<file path="src/rtl/rv_pkg.sv">
// rv_pkg: shared RV32I opcodes, ALU op encoding and immediate formats
package rv_pkg;
    localparam logic [6:0] OPC_LUI    = 7'b0110111;
    localparam logic [6:0] OPC_AUIPC  = 7'b0010111;
    localparam logic [6:0] OPC_JAL    = 7'b1101111;
    localparam logic [6:0] OPC_JALR   = 7'b1100111;
    localparam logic [6:0] OPC_BRANCH = 7'b1100011;
    localparam logic [6:0] OPC_LOAD   = 7'b0000011;
    localparam logic [6:0] OPC_STORE  = 7'b0100011;
    localparam logic [6:0] OPC_OPIMM  = 7'b0010011;
    localparam logic [6:0] OPC_OP     = 7'b0110011;

    typedef enum logic [3:0] {
        ALU_ADD    = 4'd0,
        ALU_SUB    = 4'd1,
        ALU_SLL    = 4'd2,
        ALU_SLT    = 4'd3,
        ALU_SLTU   = 4'd4,
        ALU_XOR    = 4'd5,
        ALU_SRL    = 4'd6,
        ALU_SRA    = 4'd7,
        ALU_OR     = 4'd8,
        ALU_AND    = 4'd9,
        ALU_PASS_B = 4'd10
    } alu_op_e;

    typedef enum logic [2:0] {IMM_I, IMM_S, IMM_B, IMM_U, IMM_J} imm_fmt_e;

    function automatic imm_fmt_e imm_fmt(input logic [6:0] opc);
        return (opc == OPC_LUI || opc == OPC_AUIPC) ? IMM_U :
               opc == OPC_JAL    ? IMM_J :
               opc == OPC_BRANCH ? IMM_B :
               opc == OPC_STORE  ? IMM_S : IMM_I;
    endfunction
endpackage

</file>
<file path="src/rtl/imm_gen.sv">
// imm_gen: instruction word to sign-extended immediate (WIDTH >= 32)
module imm_gen
    import rv_pkg::*;
#(
    parameter int WIDTH = 32
) (
    input  logic [31:0]      instr,
    output logic [WIDTH-1:0] imm
);
    logic [31:0] i_imm, s_imm, b_imm, u_imm, j_imm, sel;
    imm_fmt_e fmt;
    assign fmt   = imm_fmt(instr[6:0]);
    assign i_imm = {{20{instr[31]}}, instr[31:20]};
    assign s_imm = {{20{instr[31]}}, instr[31:25], instr[11:7]};
    assign b_imm = {{19{instr[31]}}, instr[31], instr[7], instr[30:25], instr[11:8], 1'b0};
    assign u_imm = {instr[31:12], 12'b0};
    assign j_imm = {{11{instr[31]}}, instr[31], instr[19:12], instr[20], instr[30:21], 1'b0};
    assign sel   = fmt == IMM_S ? s_imm :
                   fmt == IMM_B ? b_imm :
                   fmt == IMM_U ? u_imm :
                   fmt == IMM_J ? j_imm : i_imm;
    assign imm   = {{(WIDTH-31){sel[31]}}, sel[30:0]};
endmodule

</file>
<file path="src/rtl/decode_stage.sv">
// decode_stage: RV32I decode with x0 forcing, write-back bypass, load-use bubble and registered ID/EX bundle
module decode_stage
    import rv_pkg::*;
#(
    parameter int WIDTH = 32
) (
    input  logic             clk,
    input  logic             rst,
    input  logic             flush,
    input  logic             if_valid,
    output logic             if_ready,
    input  logic [31:0]      if_instr,
    input  logic [WIDTH-1:0] if_pc,
    output logic [4:0]       rs1_addr,
    output logic [4:0]       rs2_addr,
    input  logic [WIDTH-1:0] rs1_rdata,
    input  logic [WIDTH-1:0] rs2_rdata,
    input  logic             wb_en,
    input  logic [4:0]       wb_rd,
    input  logic [WIDTH-1:0] wb_data,
    output logic             id_valid,
    input  logic             id_ready,
    output logic [WIDTH-1:0] id_pc,
    output logic [WIDTH-1:0] id_rs1_val,
    output logic [WIDTH-1:0] id_rs2_val,
    output logic [WIDTH-1:0] id_imm,
    output logic [4:0]       id_rd,
    output logic [3:0]       id_alu_op,
    output logic [2:0]       id_funct3,
    output logic             id_wb_en,
    output logic             id_mem_rd,
    output logic             id_mem_wr,
    output logic             id_branch,
    output logic             id_jump,
    output logic             id_illegal
);
    logic [6:0] opc;
    logic [2:0] f3;
    logic is_lui, is_auipc, is_jal, is_jalr, is_br, is_ld, is_st, is_opi, is_op;
    logic legal, wb, hazard, accept;
    logic [WIDTH-1:0] imm, rs1_val, rs2_val;
    alu_op_e alu_op;

    assign opc      = if_instr[6:0];
    assign f3       = if_instr[14:12];
    assign is_lui   = opc == OPC_LUI;
    assign is_auipc = opc == OPC_AUIPC;
    assign is_jal   = opc == OPC_JAL;
    assign is_jalr  = opc == OPC_JALR;
    assign is_br    = opc == OPC_BRANCH;
    assign is_ld    = opc == OPC_LOAD;
    assign is_st    = opc == OPC_STORE;
    assign is_opi   = opc == OPC_OPIMM;
    assign is_op    = opc == OPC_OP;
    assign legal    = is_lui | is_auipc | is_jal | is_jalr | is_br | is_ld | is_st | is_opi | is_op;
    assign wb       = legal & ~is_br & ~is_st;

    assign rs1_addr = (is_lui | is_auipc | is_jal) ? 5'd0 : if_instr[19:15];
    assign rs2_addr = (is_br | is_st | is_op) ? if_instr[24:20] : 5'd0;
    assign rs1_val  = rs1_addr == 5'd0 ? '0 : (wb_en && wb_rd == rs1_addr) ? wb_data : rs1_rdata;
    assign rs2_val  = rs2_addr == 5'd0 ? '0 : (wb_en && wb_rd == rs2_addr) ? wb_data : rs2_rdata;

    assign hazard   = id_valid && id_mem_rd && id_rd != 5'd0 && (id_rd == rs1_addr || id_rd == rs2_addr);
    assign if_ready = !flush && !hazard && (!id_valid || id_ready);
    assign accept   = if_valid && if_ready;

    imm_gen #(.WIDTH(WIDTH)) u_imm_gen (.instr(if_instr), .imm(imm));

    always_comb begin
        alu_op = ALU_ADD;
        if (is_lui)
            alu_op = ALU_PASS_B;
        else if (is_op || is_opi)
            case (f3)
                3'b000:  alu_op = (is_op && if_instr[30]) ? ALU_SUB : ALU_ADD;
                3'b001:  alu_op = ALU_SLL;
                3'b010:  alu_op = ALU_SLT;
                3'b011:  alu_op = ALU_SLTU;
                3'b100:  alu_op = ALU_XOR;
                3'b101:  alu_op = if_instr[30] ? ALU_SRA : ALU_SRL;
                3'b110:  alu_op = ALU_OR;
                default: alu_op = ALU_AND;
            endcase
    end

    always_ff @(posedge clk) begin
        if (!rst) begin
            id_valid   <= 1'b0;
            id_pc      <= '0;
            id_rs1_val <= '0;
            id_rs2_val <= '0;
            id_imm     <= '0;
            id_rd      <= '0;
            id_alu_op  <= '0;
            id_funct3  <= '0;
            id_wb_en   <= 1'b0;
            id_mem_rd  <= 1'b0;
            id_mem_wr  <= 1'b0;
            id_branch  <= 1'b0;
            id_jump    <= 1'b0;
            id_illegal <= 1'b0;
        end else if (flush) begin
            id_valid <= 1'b0;
        end else if (accept) begin
            id_valid   <= 1'b1;
            id_pc      <= if_pc;
            id_rs1_val <= rs1_val;
            id_rs2_val <= rs2_val;
            id_imm     <= imm;
            id_rd      <= wb ? if_instr[11:7] : 5'd0;
            id_alu_op  <= alu_op;
            id_funct3  <= f3;
            id_wb_en   <= wb;
            id_mem_rd  <= is_ld;
            id_mem_wr  <= is_st;
            id_branch  <= is_br;
            id_jump    <= is_jal | is_jalr;
            id_illegal <= ~legal;
        end else if (id_ready) begin
            id_valid <= 1'b0;
        end
    end
endmodule

</file>
<file path="config.mk">
export PLATFORM = sky130hd
export DESIGN_NAME = decode_stage
export DESIGN_NICKNAME = d
export VERILOG_FILES = /design/src/rtl/rv_pkg.sv /design/src/rtl/imm_gen.sv /design/src/rtl/decode_stage.sv
export SDC_FILE = /design/constraint.sdc
export NUM_CORES = 1
export LEC_CHECK = 0
export CORE_UTILIZATION = 44
export CTS_CLUSTER_SIZE = 40
export DETAILED_ROUTE_END_ITERATION = 6
export PLACE_DENSITY = 0.86
export SETUP_SLACK_MARGIN = 0.5
export SLEW_MARGIN = 20
export SYNTH_ARGS = -nofsm -noshare
export SYNTH_HDL_FRONTEND = slang
export SYNTH_SLANG_ARGS = --single-unit
</file>
<file path="constraint.sdc">
create_clock -name clk -period 8.2 [get_ports clk]
set_clock_uncertainty 0.05 [all_clocks]
set_input_delay 2.46 -clock clk [delete_from_list [all_inputs] [get_ports clk]]
set_output_delay 2.46 -clock clk [all_outputs]
set_load 0.005 [all_outputs]
</file>
# Yosys cells after proc, flatten, opt, wreduce, memory -nomap -nowiden
# Index checks and enable logic that the tools add are counted.
[classes]
n_eq_ne = 23
bitwise = 18
n_mux = 22
n_reduce_logical = 23
[ops]
columns = ["operator", "n"]
rows = [
  ["$mux W32", 4],
  ["$mux W31", 3],
  ["$pmux W4 S7", 1],
  ["$eq A7 B6 Y1 const B", 3],
  ["$eq A7 B7 Y1 const B", 3],
  ["$eq A5 B5 Y1", 4],
  ["$mux W20", 1],
  ["$mux W5", 3],
  ["$eq A7 B5 Y1 const B", 2],
  ["$eq A3 B2 Y1 const B", 4],
  ["$eq A3 B3 Y1 const B", 4],
  ["$or A1 B1 Y1", 11],
  ["$logic_not A5 Y1", 2],
  ["$logic_and A1 B1 Y1", 9],
  ["$mux W3", 3],
  ["$mux W4", 2],
  ["$eq A7 B2 Y1 const B", 1],
  ["$eq A3 B1 Y1 const B", 2],
  ["$mux W1", 5],
  ["$not A1 Y1", 5],
  ["$reduce_bool A5 Y1", 1],
  ["$logic_or A1 B1 Y1", 4],
  ["$logic_not A1 Y1", 3],
  ["$logic_not A3 Y1", 1],
  ["other kinds (4)", 5],
]
[word_totals]
word_cells = 100
inputBits = 171
regBits = 147
out_inout_bits = 158

# Depth between registers and ports, before layout
[logic_depth]
ltp_word = 12
mapped_depth = 10
depth_no_buf = 7

# Modules after synthesis
# Synthesis repeated with hierarchy kept, for this count alone.
[unflattened]
hier_cells = 729
hier_area_um2 = 6955.4
[by_module_without_submodules]
columns = ["mod", "seq_area_each_um2", "area_per_inst_um2", "cells_each", "n_inst"]
rows = [
  ["decode_stage", 2942.8, 6566.3, 677, 1],
  ["imm_gen", 0.0, 389.1, 52, 1],
]

# Least setup slack after synthesis
# No wires, ideal clock.
[synth_timing]
path_kind = "in2out"
from = "input port if_instr[4]"
to = "output port if_ready"
required_ns = 5.690
slack_ns = 1.784
path_buffers = 1
arrival_time_ns = 3.906
path_stages = 6
path_cell_list = "and4b_1 > and3_1 > buf_2 > mux2_4 > a211o_1 > a31oi_1"
[synth_via]
elab_chain_cells = 10
word_cells_on_any_way = 19
cone_classes = "eq/ne (8); mux (2); bitwise (4); reduce/logical (5)"
[synth_lines]
columns = ["item", "line_no", "text"]
rows = [
  ["from (decl)", "decode_stage.sv:12", "input logic [31:0] if_instr,"],
  ["$eq A7 B6 Y1 (tied with other cells)", "decode_stage.sv:46", "assign is_lui = opc == OPC_LUI;"],
  ["$or A1 B1 Y1, on equally long branches (2 in a row)", "decode_stage.sv:58, decode_stage.sv:59", ""],
  ["$mux W5, on equally long branches", "decode_stage.sv:58, decode_stage.sv:59", ""],
  ["$eq A5 B5 Y1", "decode_stage.sv:63", "assign hazard = id_valid && id_mem_rd && id_rd != 5'd0 && (id_rd == rs1_addr || id_rd == rs2_addr);"],
  ["$logic_or A1 B1 Y1 *", "decode_stage.sv:63", ""],
  ["$logic_and A1 B1 Y1 *", "decode_stage.sv:63", ""],
  ["$logic_not A1 Y1 *", "decode_stage.sv:64", "assign if_ready = !flush && !hazard && (!id_valid || id_ready);"],
  ["$logic_and A1 B1 Y1 * (2 in a row)", "decode_stage.sv:64", ""],
  ["to (decl)", "decode_stage.sv:11", "output logic if_ready,"],
]
# Every way passes the cells marked *; elsewhere a longest branch is shown, timed or not.

# Worst setup path in the final report
[layout_timing]
from = "input port if_instr[6]"
to = "output port if_ready"
# The elaborated chain is that of the path after synthesis.

==> impl_metrics.yaml <==
status:
  outcome: "complete, no violations"
timing:
  hold_viol_final: 0
  setup_viol: 0
  fin_crit_ns: 7.619
  rsz0062_at_grt: "no"
  worst_pin_slew_ns: 0.6870
  setup_tns_ns: 0
  max_clock_freq_ghz: 0.1313
  slew_violations: 0
  period_share: 0.9291
  relSlewSlack: 0.5420
pwr:
  ir_drop_v: 0.0001567
  comb_power_share: 0.175
  sw_frac_of_total: 0.2475
  p_int_w: 0.001439
  p_leak_nw: 3.765
  switchingPower_w: 0.0004734
  power.density_nw_per_um2: 176.7
  finalPower_w: 0.001913
  p_seq_frac: 0.404
  clkPwrFrac: 0.421
logic_synthesis:
  ys_ff_latch: 147
  async_reset_ff_frac: 0
  yosys_warnings: 0
  synth_top_cell_by_area: "dfxtp_1"
  yosys.cell_types.count: 52
  synth.area.top_cells: "dfxtp_1, mux2i_1, o21ai_0, o2bb2ai_1, o31ai_1"
  synth_area_per_cell_um2: 9.084
  synth_top_area_frac: 0.4285
  synth_edf_count: 0
  ys.flop_type: "dfxtp_1"
  yosysSeqAreaShare: 0.4285
  synth_area_um2: 6868
  synth_nets: 927
  syn_inst: 756
grt:
  globalRouteTotalUtil: 0.2870
  grt_max_degree: 84
  grtUsageMet3: 0.07929
  grt_pass1_vias: 6722
  grt_antenna_before_repair: 0
  grt_util_met1: 0.3499
  busiest_layer: "met2"
  grt-ovfl-total: 0
  grt.met2_usage: 0.4709
  grt_pass1_wl_um: 36310
setup_path:
  ff2ff_setup_slack_ns: 5.13
  cp.required_ns: 5.69
  crit_chain: "clkdlybuf4s50_1 -> and4b_1 -> and3_2 -> mux2_4 -> a211o_1 -> a31oi_2 -> clkdlybuf4s50_1"
  rr_worst_depth: 8
  end_kind: "output port"
  critPathMaxStageDelay_ns: 0.62
  path_buf_inv: 2
  crit_top_cell: "clkdlybuf4s50_1"
  worst_r2r_endpoint: "id_imm[29]"
  critPathTopFamily: "buffers and inverters"
  crit_slowest_cell: "clkdlybuf4s50_1"
  cp_data_arrival_time_ns: 5.11
  timing.rr.start: "id_rd[1]"
  cp_max_fo: 8
  startpoint_type: "input pin"
  criticalPathCategory: "input pin to output port"
routing:
  firstDrtPassIters: 7
  antenna_left: 0
  drtIter0Drc: 510
  route.vias.total: 7061
  drt-total-wl_um: 23530
  drcViolationCount: 0
  post_drt_wl_per_cell_um: 18.85
  viasPerCell: 5.658
clock_tree:
  cts.clk_slew.worst_paths_ns: 0.06
  numCtsBuffers: 17
  cts.sinks: 147
  clock_path_buffers: 2
  htreeDepth: 4
  cts_tree: "yes"
  clk_latency_ns: 0.41
  ctsRootBufferMaster: "clkbuf_16"
  cts_hold_buf: 0
  post_cts_buffers: 0
final_layout:
  n_antenna_cell: 0
  final_nets: 1218
  area_growth_pct: 57.57
  drive_gt1_frac: 0.07547
  utilization: 0.7119
place:
  gp_congestion: 0.9200
  place_hpwl_um: 16670
  port_buffers: 328
floorplanning:
  core_um2: 15200
  io_pins: 329
  initial_core_util: 0.4518
  num_rows: 45
  dieArea_um2: 16110
  die_x_um: 126.9
  die_h_um: 126.9
worst_hold_path:
  hold_path_depth: 2
  whs_endpoint: "id_pc[19]"
  min_path_type: "flop to flop"
  worstHoldStart: "id_pc[19]"
job:
  cap_violations: 0
-- metrics by stage --
stage	worst slack (ns)	cells	area (um^2)	hold WS [ns]
floorplan	1.784	756	6868	0.4025
global placement	0.5159	1215	10190	0.3933
global route	0.5265	1248	10820	0.4213
CTS	0.5571	1247	10800	0.4095
detailed placement	0.5082	1215	10190	0.3971
finish	0.5815	1248	10820	0.4058
-- final cells by class --
class,count,area (um^2)
fillers,1156,4380
clock buffers,21,460.4
inverters,13,48.80
repair buffers,345,3437
multi-input cells,523,3547
flip-flops and latches,147,2943
clock inverters,11,150.1
well taps,188,235.2
-- tightest hold or removal path, cell delays in order, from the launching register on --
cell and delay, ns:
dfxtp_1 0.30, nand2_1 0.05, o21ai_0 0.06
-- metal layers --
layer,vias to the layer above,share of wire
met5,-,0
met4,0,0.038
met3,63,0.072
met2,321,0.48
met1,3311,0.41
li1,3366,-
-- power groups by stage --
stage	Combinational (W)	Sequential (W)	Clock, W
6_report	0.000335	0.000773	0.000805
5_1_grt	0.000358	0.000777	0.000852
4_1_cts	0.000333	0.000773	0.000814
3_5_place_dp	0.000330	0.000788	0
3_3_place_gp	0.000326	0.000786	0
2_1_floorplan	0.000128	0.000790	0
-- repair_timing --
| action | 4_1_cts | 5_1_grt |
|---|---|---|
| gates resized for setup | 1 | 1 |
| pin swaps | 0 | 0 |
| hold endpoints to repair | 0 | 0 |
| gates cloned | 0 | 0 |
| endpoints found under the setup margin | 1 | 1 |
-- synth_stat cells (all sizes together) (9+ instances only) --
cell and n:
a211oi 25, a21oi 27, and3 9, buf 34, clkbuf 39, dfxtp 147
inv 13, mux2i 66, nand2 62, nand3 47, nand3b 35, nand4 13
nor2 43, o21ai 58, o2bb2ai 32, o31ai 36
-- worst max-delay path by stage --
stage | slack, ns | cells after the start | from | to
2_1_floorplan | 1.78 | 6 | if_instr[4] | if_ready
5_1_grt | 0.53 | 7 | if_instr[6] | if_ready
3_3_place_gp | 0.52 | 7 | if_instr[6] | if_ready
6_report | 0.58 | 7 | if_instr[6] | if_ready
4_1_cts | 0.56 | 7 | if_instr[6] | if_ready
3_5_place_dp | 0.51 | 7 | if_instr[6] | if_ready
-- flip-flops by register name, indices dropped and copies added, names as in the netlist --
register    cells
id_alu_op       4
id_branch       1
id_funct3       3
id_illegal      1
id_imm         32
id_jump         1
id_mem_rd       1
id_mem_wr       1
id_pc          32
id_rd           5
id_rs1_val     32
id_rs2_val     32
id_valid        1
id_wb_en        1
-- kinds of logic after synthesis --
logic type | after synthesis | synth area share
compound gates | 211 | 0.2288
xor+xnor | 3 | 0.003827
buf+inv | 86 | 0.05775
flops | 147 | 0.4285
mux | 67 | 0.09838
simple gates | 242 | 0.1827
-- layout by cell type, fill, tap and decap left out, types with 8 or more instances in the layout --
master / count
mux2i_1: 66
dfxtp_1: 147
nor2_1: 42
and3_1: 8
nand3_1: 47
clkdlybuf4s50_1: 327
nand2_1: 62
nand4_1: 13
a211oi_2: 20
a21oi_1: 27
buf_4: 15
inv_1: 13
clkbuf_16: 17
o31ai_1: 36
o2bb2ai_1: 32
nand3b_1: 35
o21ai_0: 58
(Power assumes the default switching activity.)
